### src/rtl/latency_stats_collector.sv
// latency_stats_collector
//   Purpose : running statistics (count, min, max, total sum, windowed
//             average) over completed-inference latency samples, a slow-
//             inference alarm, and a registered host read port.
//   Latency : statistics update on the edge that accepts a sample; rd_data
//             and rd_valid appear one cycle after rd_en; avg_valid pulses
//             on the edge that ends the one-cycle EMIT state.
//   Backpressure : none; one sample per cycle is always accepted, and
//             back-to-back samples across a window boundary are not lost.
//
// Ports:
//   clk, rst             single clock, synchronous active-high reset
//   lat_valid, lat_in    one-cycle sample strobe and latency value
//   clear_stats          clears statistics/window (not avg/read outputs)
//   rd_en, rd_addr       register read request and select
//   rd_data, rd_valid    registered read response
//   avg_latency, avg_valid  completed-window average and its update pulse
//   lat_alarm            pulse: previous sample exceeded ALARM_THRESH
//
// Optional feature macro: LAT_HIST_EN (eight saturating 16-bit histogram
// bins, readable at rd_addr 8..15). Undefined: addresses 8..15 read 0.

module latency_stats_collector #(
  parameter int LAT_W        = 16,
  parameter int WIN_LOG2     = 4,
  parameter int SUM_W        = 48,
  parameter int ALARM_THRESH = 1000,
  parameter int HIST_SHIFT   = 6
) (
  input  logic             clk,
  input  logic             rst,
  input  logic             lat_valid,
  input  logic [LAT_W-1:0] lat_in,
  input  logic             clear_stats,
  input  logic             rd_en,
  input  logic [3:0]       rd_addr,
  output logic [31:0]      rd_data,
  output logic             rd_valid,
  output logic [LAT_W-1:0] avg_latency,
  output logic             avg_valid,
  output logic             lat_alarm
);

  localparam int WIN_N = 1 << WIN_LOG2;
  localparam int WS_W  = LAT_W + WIN_LOG2;  // wide enough for WIN_N max samples
  localparam int WC_W  = WIN_LOG2 + 1;      // must hold WIN_N itself

  localparam logic [LAT_W-1:0] THRESH_L  = LAT_W'(ALARM_THRESH);
  localparam logic [15:0]      THRESH_16 = 16'(ALARM_THRESH);

  typedef enum logic {
    FILL = 1'b0,
    EMIT = 1'b1
  } win_state_t;

  win_state_t       state, state_d;
  logic [31:0]      sample_count;
  logic [LAT_W-1:0] min_lat;
  logic [LAT_W-1:0] max_lat;
  logic [SUM_W-1:0] total_sum;
  logic [WS_W-1:0]  win_sum, win_sum_d;
  logic [WC_W-1:0]  win_cnt, win_cnt_d;
  logic [1:0]       sat_flags;
  logic             emit;

  logic [SUM_W:0]   sum_wide;
  logic [63:0]      sum64;
  logic [31:0]      rd_mux;

  // Carry-out of the total sum tells us when to clamp.
  assign sum_wide = {1'b0, total_sum} + (SUM_W+1)'(lat_in);
  assign sum64    = 64'(total_sum);

  // Window FSM: next state and next window accumulator.
  always_comb begin
    state_d   = state;
    win_sum_d = win_sum;
    win_cnt_d = win_cnt;
    emit      = 1'b0;
    case (state)
      FILL: begin
        if (lat_valid) begin
          win_sum_d = win_sum + WS_W'(lat_in);
          win_cnt_d = win_cnt + 1'b1;
          if (win_cnt == WC_W'(WIN_N - 1)) begin
            state_d = EMIT;
          end
        end
      end
      EMIT: begin
        // The average is taken from the full window held this cycle; a
        // sample arriving now opens the next window instead of being lost.
        emit    = 1'b1;
        state_d = FILL;
        if (lat_valid) begin
          win_sum_d = WS_W'(lat_in);
          win_cnt_d = WC_W'(1);
        end else begin
          win_sum_d = '0;
          win_cnt_d = '0;
        end
      end
      default: begin
        state_d = FILL;
      end
    endcase
  end

`ifdef LAT_HIST_EN
  logic [15:0]      hist [8];
  logic [LAT_W-1:0] hist_full;
  logic [2:0]       hist_bin;

  assign hist_full = lat_in >> HIST_SHIFT;
  assign hist_bin  = (hist_full > LAT_W'(7)) ? 3'd7 : hist_full[2:0];

  always_ff @(posedge clk) begin
    if (rst || clear_stats) begin
      for (int i = 0; i < 8; i++) begin
        hist[i] <= '0;
      end
    end else if (lat_valid && (hist[hist_bin] != 16'hFFFF)) begin
      hist[hist_bin] <= hist[hist_bin] + 16'd1;
    end
  end
`endif

  // Read mux sees pre-update register values, so a read coincident with a
  // sample returns the old statistics.
  always_comb begin
    rd_mux = '0;
    case (rd_addr)
      4'd0: rd_mux = sample_count;
      4'd1: rd_mux = 32'(min_lat);
      4'd2: rd_mux = 32'(max_lat);
      4'd3: rd_mux = 32'(avg_latency);
      4'd4: rd_mux = sum64[31:0];
      4'd5: rd_mux = sum64[63:32];
      4'd6: rd_mux = {28'd0, (state == EMIT), (win_cnt != '0), sat_flags};
      4'd7: rd_mux = {16'd0, THRESH_16};
      default: begin
`ifdef LAT_HIST_EN
        rd_mux = {16'd0, hist[rd_addr[2:0]]};
`else
        rd_mux = '0;
`endif
      end
    endcase
  end

  always_ff @(posedge clk) begin
    if (rst) begin
      state        <= FILL;
      sample_count <= '0;
      min_lat      <= '1;
      max_lat      <= '0;
      total_sum    <= '0;
      win_sum      <= '0;
      win_cnt      <= '0;
      sat_flags    <= '0;
      avg_latency  <= '0;
      avg_valid    <= 1'b0;
      lat_alarm    <= 1'b0;
      rd_data      <= '0;
      rd_valid     <= 1'b0;
    end else begin
      rd_valid <= rd_en;
      if (rd_en) begin
        rd_data <= rd_mux;
      end

      if (clear_stats) begin
        // Clear wins over a coincident sample, and drops a pending emit.
        state        <= FILL;
        sample_count <= '0;
        min_lat      <= '1;
        max_lat      <= '0;
        total_sum    <= '0;
        win_sum      <= '0;
        win_cnt      <= '0;
        sat_flags    <= '0;
        avg_valid    <= 1'b0;
        lat_alarm    <= 1'b0;
      end else begin
        state     <= state_d;
        win_sum   <= win_sum_d;
        win_cnt   <= win_cnt_d;
        avg_valid <= emit;
        if (emit) begin
          avg_latency <= LAT_W'(win_sum >> WIN_LOG2);
        end
        lat_alarm <= lat_valid && (lat_in > THRESH_L);

        if (lat_valid) begin
          if (&sample_count) begin
            sat_flags[0] <= 1'b1;
          end else begin
            sample_count <= sample_count + 32'd1;
          end

          if (lat_in < min_lat) begin
            min_lat <= lat_in;
          end
          if (lat_in > max_lat) begin
            max_lat <= lat_in;
          end

          if (sum_wide[SUM_W]) begin
            total_sum    <= '1;
            sat_flags[1] <= 1'b1;
          end else begin
            total_sum <= sum_wide[SUM_W-1:0];
          end
        end
      end
    end
  end

endmodule

### config.mk
export PLATFORM = sky130hd
export DESIGN_NAME = latency_stats_collector
export DESIGN_NICKNAME = d
export VERILOG_FILES = /design/src/rtl/latency_stats_collector.sv
export SDC_FILE = /design/constraint.sdc
export NUM_CORES = 1
export LEC_CHECK = 0
export CORE_MARGIN = 3
export CORE_UTILIZATION = 45
export CTS_BUF_LIST = sky130_fd_sc_hd__clkbuf_4
export CTS_CLUSTER_SIZE = 10
export DETAILED_ROUTE_END_ITERATION = 12
export PLACE_DENSITY = 0.72
export SYNTH_ARGS = -nofsm -noshare
export SYNTH_HDL_FRONTEND = slang
export SYNTH_SLANG_ARGS = --single-unit
### constraint.sdc
create_clock -name clk -period 3.8 [get_ports clk]
set_input_delay 0.76 -clock clk [delete_from_list [all_inputs] [get_ports clk]]
set_output_delay 0.76 -clock clk [all_outputs]
set_load 0.01 [all_outputs]
# After elaboration in Yosys (flattened, before gate mapping)

Index checks and enable logic that the tools add are counted.

$add $sub $neg: 4
$lt $le $gt $ge: 3
Equality and inequality tests: 9
Mux-type cells: 12
Bitwise logic cells: 3
Reductions and logical operators: 11

Operators with widths:

| cell                                                                              | number |
|---|---|
| 32-bit case mux with 8 select lines                                               | 1 |
| 48-bit by 16-bit adder with 49-bit output                                         | 1 |
| 48-bit two-way mux                                                                | 1 |
| 20-bit case mux with 2 select lines                                               | 1 |
| 33-bit AND reduction                                                              | 1 |
| 32-bit by 1-bit adder with 32-bit output, second input constant                   | 1 |
| 32-bit AND reduction                                                              | 1 |
| 20-bit by 16-bit adder with 20-bit output                                         | 1 |
| 20-bit two-way mux                                                                | 1 |
| 4-bit by 3-bit equality test with 1-bit output, second input constant             | 4 |
| 16-bit by 10-bit greater-than comparator with 1-bit output, second input constant | 1 |
| 16-bit greater-than comparator                                                    | 1 |
| 16-bit less-than comparator                                                       | 1 |
| 16-bit two-way mux                                                                | 1 |
| 5-bit case mux with 2 select lines                                                | 1 |
| 2-bit AND reduction                                                               | 5 |
| 4-bit by 2-bit equality test with 1-bit output, second input constant             | 2 |
| 5-bit by 1-bit adder with 5-bit output, second input constant                     | 1 |
| 5-bit by 4-bit equality test with 1-bit output, second input constant             | 1 |
| 5-bit two-way mux                                                                 | 1 |
| 5-bit nonzero test                                                                | 1 |
| 4-bit by 1-bit equality test with 1-bit output, second input constant             | 1 |
| 4-bit zero test                                                                   | 1 |
| 1-bit two-way mux                                                                 | 4 |
| other kinds (5)                                                                   | 7 |

Bits in registers: 191
Input port bits: 25
Output and inout port bits: 51
Word-level logic and storage cells: 56

# Logic depth before layout (Yosys ltp)

Word-level depth: 4
Mapped depth: 11

# Least setup slack after synthesis

OpenSTA, ideal clock, no wires.

Path kind: input -> register
Start point: input lat_in[0]
End point: register total_sum[18]
Library setup time: 115 ps
Arrival time: 2986 ps
Path slack: 699 ps
Stages on the path: 10
Path buffers: 1
Path through: ha_1 fa_1 a211oi_1 o21bai_1 a21oi_1 a21bo_2 clkbuf_1 a21oi_1 xor2_1 o21a_1

Cells in the longest elaborated chain, start to end: 2

RTL lines:

| what                                      | RTL line | RTL |
|---|---|---|
| start: declaration                        | 33       | `input logic [LAT_W-1:0] lat_in,` |
| 48-bit by 16-bit adder with 49-bit output | 71       | `assign sum_wide = {1'b0, total_sum} + (SUM_W+1)'(lat_in);` |
| 48-bit two-way mux                        | 208      | `if (sum_wide[SUM_W]) begin` |
| end signal: assignment                    | 212      | `total_sum <= sum_wide[SUM_W-1:0];` |
| end: declaration                          | 60       | `logic [SUM_W-1:0] total_sum;` |

Every way passes these cells.
A chain may end at the register's enable or synchronous reset.

# Final worst setup path

Start point: input lat_in[0]
End point: register total_sum[20]

The elaborated chain is that of the path after synthesis.

==> results.py <==
metrics = {
    "sta": {
        "finClkSkew_ps": 21.9,
        "rsz0062_at_grt": "no",
        "report.final.setup_viol": 0,
        "hold_viol_final": 0,
        "fin_crit_sh": 0.822,
        "period_needed_ps": 3120,
        "fmax_mhz": 320,
        "finalWorstSetupSlack_ps": 677,
        "finalSetupTns_ps": 0,
        "worst_slew_pin_slew_ps": 886,
        "finalMaxSlewViolations": 0,
        "slew_headroom": 0.394,
        "hold_slack_ps": 483,
    },
    "logic_synthesis": {
        "ys_seq_elements": 191,
        "synth_ff_type": "dfxtp_1",
        "ys_seq_area_frac": 0.346,
        "synth_compound_area_frac": 0.235,
        "synth_xor_area_frac": 0.0547,
        "synth_mux_area_frac": 0.0444,
        "async_flop_share": 0,
        "synth_warnings": 0,
        "synth_fa_ha_area_frac": 0.0795,
        "synth_area_leaders": "dfxtp_1 35%, ha_1 7.6%, a21oi_1 4.9%",
        "syn_area_mm2": 0.0110,
        "avgSynthCellArea_um2": 8.13,
        "ys_types": 73,
        "synthDominantCellAreaShare": 0.346,
        "synthSimpleGateAreaFrac": 0.195,
        "synthCells": 1359,
        "synth-edff-count": 0,
        "synth_top_family_by_area": "compound AO/OA/AOI/OAI gates",
        "synth.net_count": 1453,
        "yosys.area.top_type": "dfxtp_1",
    },
    "setup_path": {
        "cp.buffers_inverters": 2,
        "max_stage_delay_ps": 480,
        "crit_top_cell": "a21oi_1",
        "cp.required_ps": 4340,
        "path_cells": "clkdlybuf4s50_1, ha_1, fa_1, a211oi_1, o21bai_1, a21oi_1, a21bo_2, buf_4, a21oi_1, and4_1, nor3_1",
        "cp.arrival_ps": 3660,
        "crit_path_end_kind": "flip-flop",
        "cp-start-kind": "primary input",
        "crit_fanout": 9,
        "crit_family": "compound AO/OA/AOI/OAI gates",
        "cp_slowest_cell": "clkdlybuf4s50_1",
        "path_class": "in2reg",
    },
    "flow_run": {
        "cap_violations": 0,
    },
    "layout": {
        "syn2layout_area_growth_pct": 14.9,
        "nets": 1527,
        "fillers": 2278,
        "multi_input_area_mm2": 0.00674,
        "seqCellArea_mm2": 0.00382,
        "drive_gt1_frac": 0.0788,
    },
    "clock_tree": {
        "cts_buffers": 17,
        "cts.sinks": 191,
        "clkLatencyLatePin_ps": 620,
        "cts_resized": 0,
        "cts_tree": "built",
        "clockBufferDepth": 2,
        "ctsHoldBuffers": 0,
        "cts_root_buffer": "clkbuf_4",
        "h-tree-depth": 4,
        "post_cts_buffers": 0,
        "clk_pin_slew_ps": 190,
    },
    "routing": {
        "vias": 10424,
        "drcViolationCount": 0,
        "dr.pass1.iters": 6,
        "wl_mm": 33.0,
        "viasPerCell": 5.90,
        "wl_per_cell_um": 18.7,
        "postRouteAntennaNets": 0,
        "drtIter0Drc": 1038,
    },
    "grt": {
        "antenna_found_initial": 1,
        "grt_use_total": 0.252,
        "grt_pass1_vias": 9874,
        "grt_first_pass_wirelength_mm": 52.9,
        "grt-ovfl-total": 0,
        "grt_max_degree": 76,
    },
    "hold_path": {
        "min_path_type": "reg2reg",
    },
    "power": {
        "power.leakage_nw": 4.83,
        "peakVddDrop_v": 0.000195,
        "clkPwrFrac": 0.299,
        "p_sw_frac": 0.327,
        "intPower_mw": 2.65,
        "p_sw_mw": 1.29,
        "power_density_mw_per_mm2": 311,
        "p_seq_frac": 0.533,
        "power_frac_comb": 0.168,
    },
    "placement": {
        "port_buffers": 75,
        "pre_cts_ws_ps": 73.3,
        "hpwl_mm": 24.8,
        "gp_congestion": 1.02,
    },
    "floorplanning": {
        "io_pins": 76,
        "start_util": 0.464,
        "core_mm2": 0.0238,
        "die_h_um": 163,
        "die_area_mm2": 0.0265,
        "placementRows": 56,
        "die_x_um": 163,
    },
    "run_status": {
        "status": "completed",
    },
}
[routing by layer]
metal,routed length [um],part of all wire,track usage
met3,2400,0.073,0.0455
met4,1330,0.040,0.103
met1,14200,0.43,0.335
met5,63,0.0019,0.0189
met2,15000,0.45,0.401
[placed cells by master (no fill, tap or decap), drive strengths merged, types with 11 or more instances in the layout]
cell type      instances
inv                   61
clkdlybuf4s50         72
and4                  11
o21ai                 84
a31oi                 13
buf                   62
nand4                 21
and3                  21
a21o                  26
o311ai                18
nor2                 131
a211oi                41
a21oi                109
dfxtp                191
or3                   12
and2                  11
nand3                 37
xnor2                 34
clkbuf                17
a22oi                 25
nor3                  33
xor2                  35
ha                    67
mux2i                 40
nand2                135
[per-stage QoR]
stage	power, mW	instances	utilization	area, um2
global route	4.12	1766	0.533	12700
global placement	2.78	1733	0.519	12400
detailed placement	2.80	1733	0.519	12400
floorplan	2.55	1359	-	11000
CTS	3.97	1765	0.533	12700
finish	3.94	1766	0.533	12700
[Yosys cell counts (all sizes together) (13+ instances only)]
| master | count |
|---|---|
| a211oi | 41 |
| nand2 | 135 |
| xnor2 | 34 |
| clkbuf | 71 |
| o21ai | 84 |
| inv | 54 |
| a22oi | 25 |
| mux2i | 40 |
| nor2 | 131 |
| nand3 | 37 |
| a21o | 26 |
| o311ai | 18 |
| and3 | 21 |
| a31oi | 13 |
| a21oi | 109 |
| ha | 67 |
| nor3 | 33 |
| xor2 | 35 |
| nand4 | 21 |
| dfxtp | 191 |
[power by group through the flow]
stage	Sequential (mW)	Combinational [mW]	Clock, mW
3_5_place_dp	2.14	0.655	0
4_1_cts	2.10	0.658	1.21
6_report	2.10	0.664	1.18
2_1_floorplan	2.14	0.415	0
5_1_grt	2.11	0.738	1.27
3_3_place_gp	2.14	0.643	0
[cell type report]
cell class              instances  share of cell area
clock buffers                  17              0.0101
inverters                      54              0.0160
multi-input cells            1035               0.531
flip-flops and latches        191               0.301
repair buffers                134              0.0948
clock inverters                15              0.0151
diodes                          1            0.000197
well taps                     319              0.0315
[registers in the layout, indices dropped and copies added (netlist names)]
name and flops:
avg_latency 16, win_cnt 5, total_sum 48, win_sum 20, state 1, avg_valid 1, sat_flags 2, rd_valid 1
min_lat 16, sample_count 32, lat_alarm 1, rd_data 32, max_lat 16
[logic make-up after synthesis]
kind of cell / Yosys count
and+or+nand+nor: 455
AOI/OAI and AO/OA: 397
DFF: 191
buffers and inverters: 133
xor gates and xnor gates: 69
adders and majority gates: 69
muxes: 45
[path summary, 6_finish.rpt]
kind	startpoint	endpoint	slack, ps	cells after the start
max	lat_in[0]	total_sum[20]	680	11
min	win_sum[19]	avg_latency[15]	480	2
max reg2reg	total_sum[34]	total_sum[37]	760	8
min reg2reg	win_sum[19]	avg_latency[15]	480	2
[worst reg2reg max path, delay by kind of cell (launching register included)]
family	cells	cell delay, ps
AOI/OAI and AO/OA	2	540
buffers and inverters	1	210
DFF	1	530
and+or+nand+nor	5	1700
(Power assumes the default switching activity.)
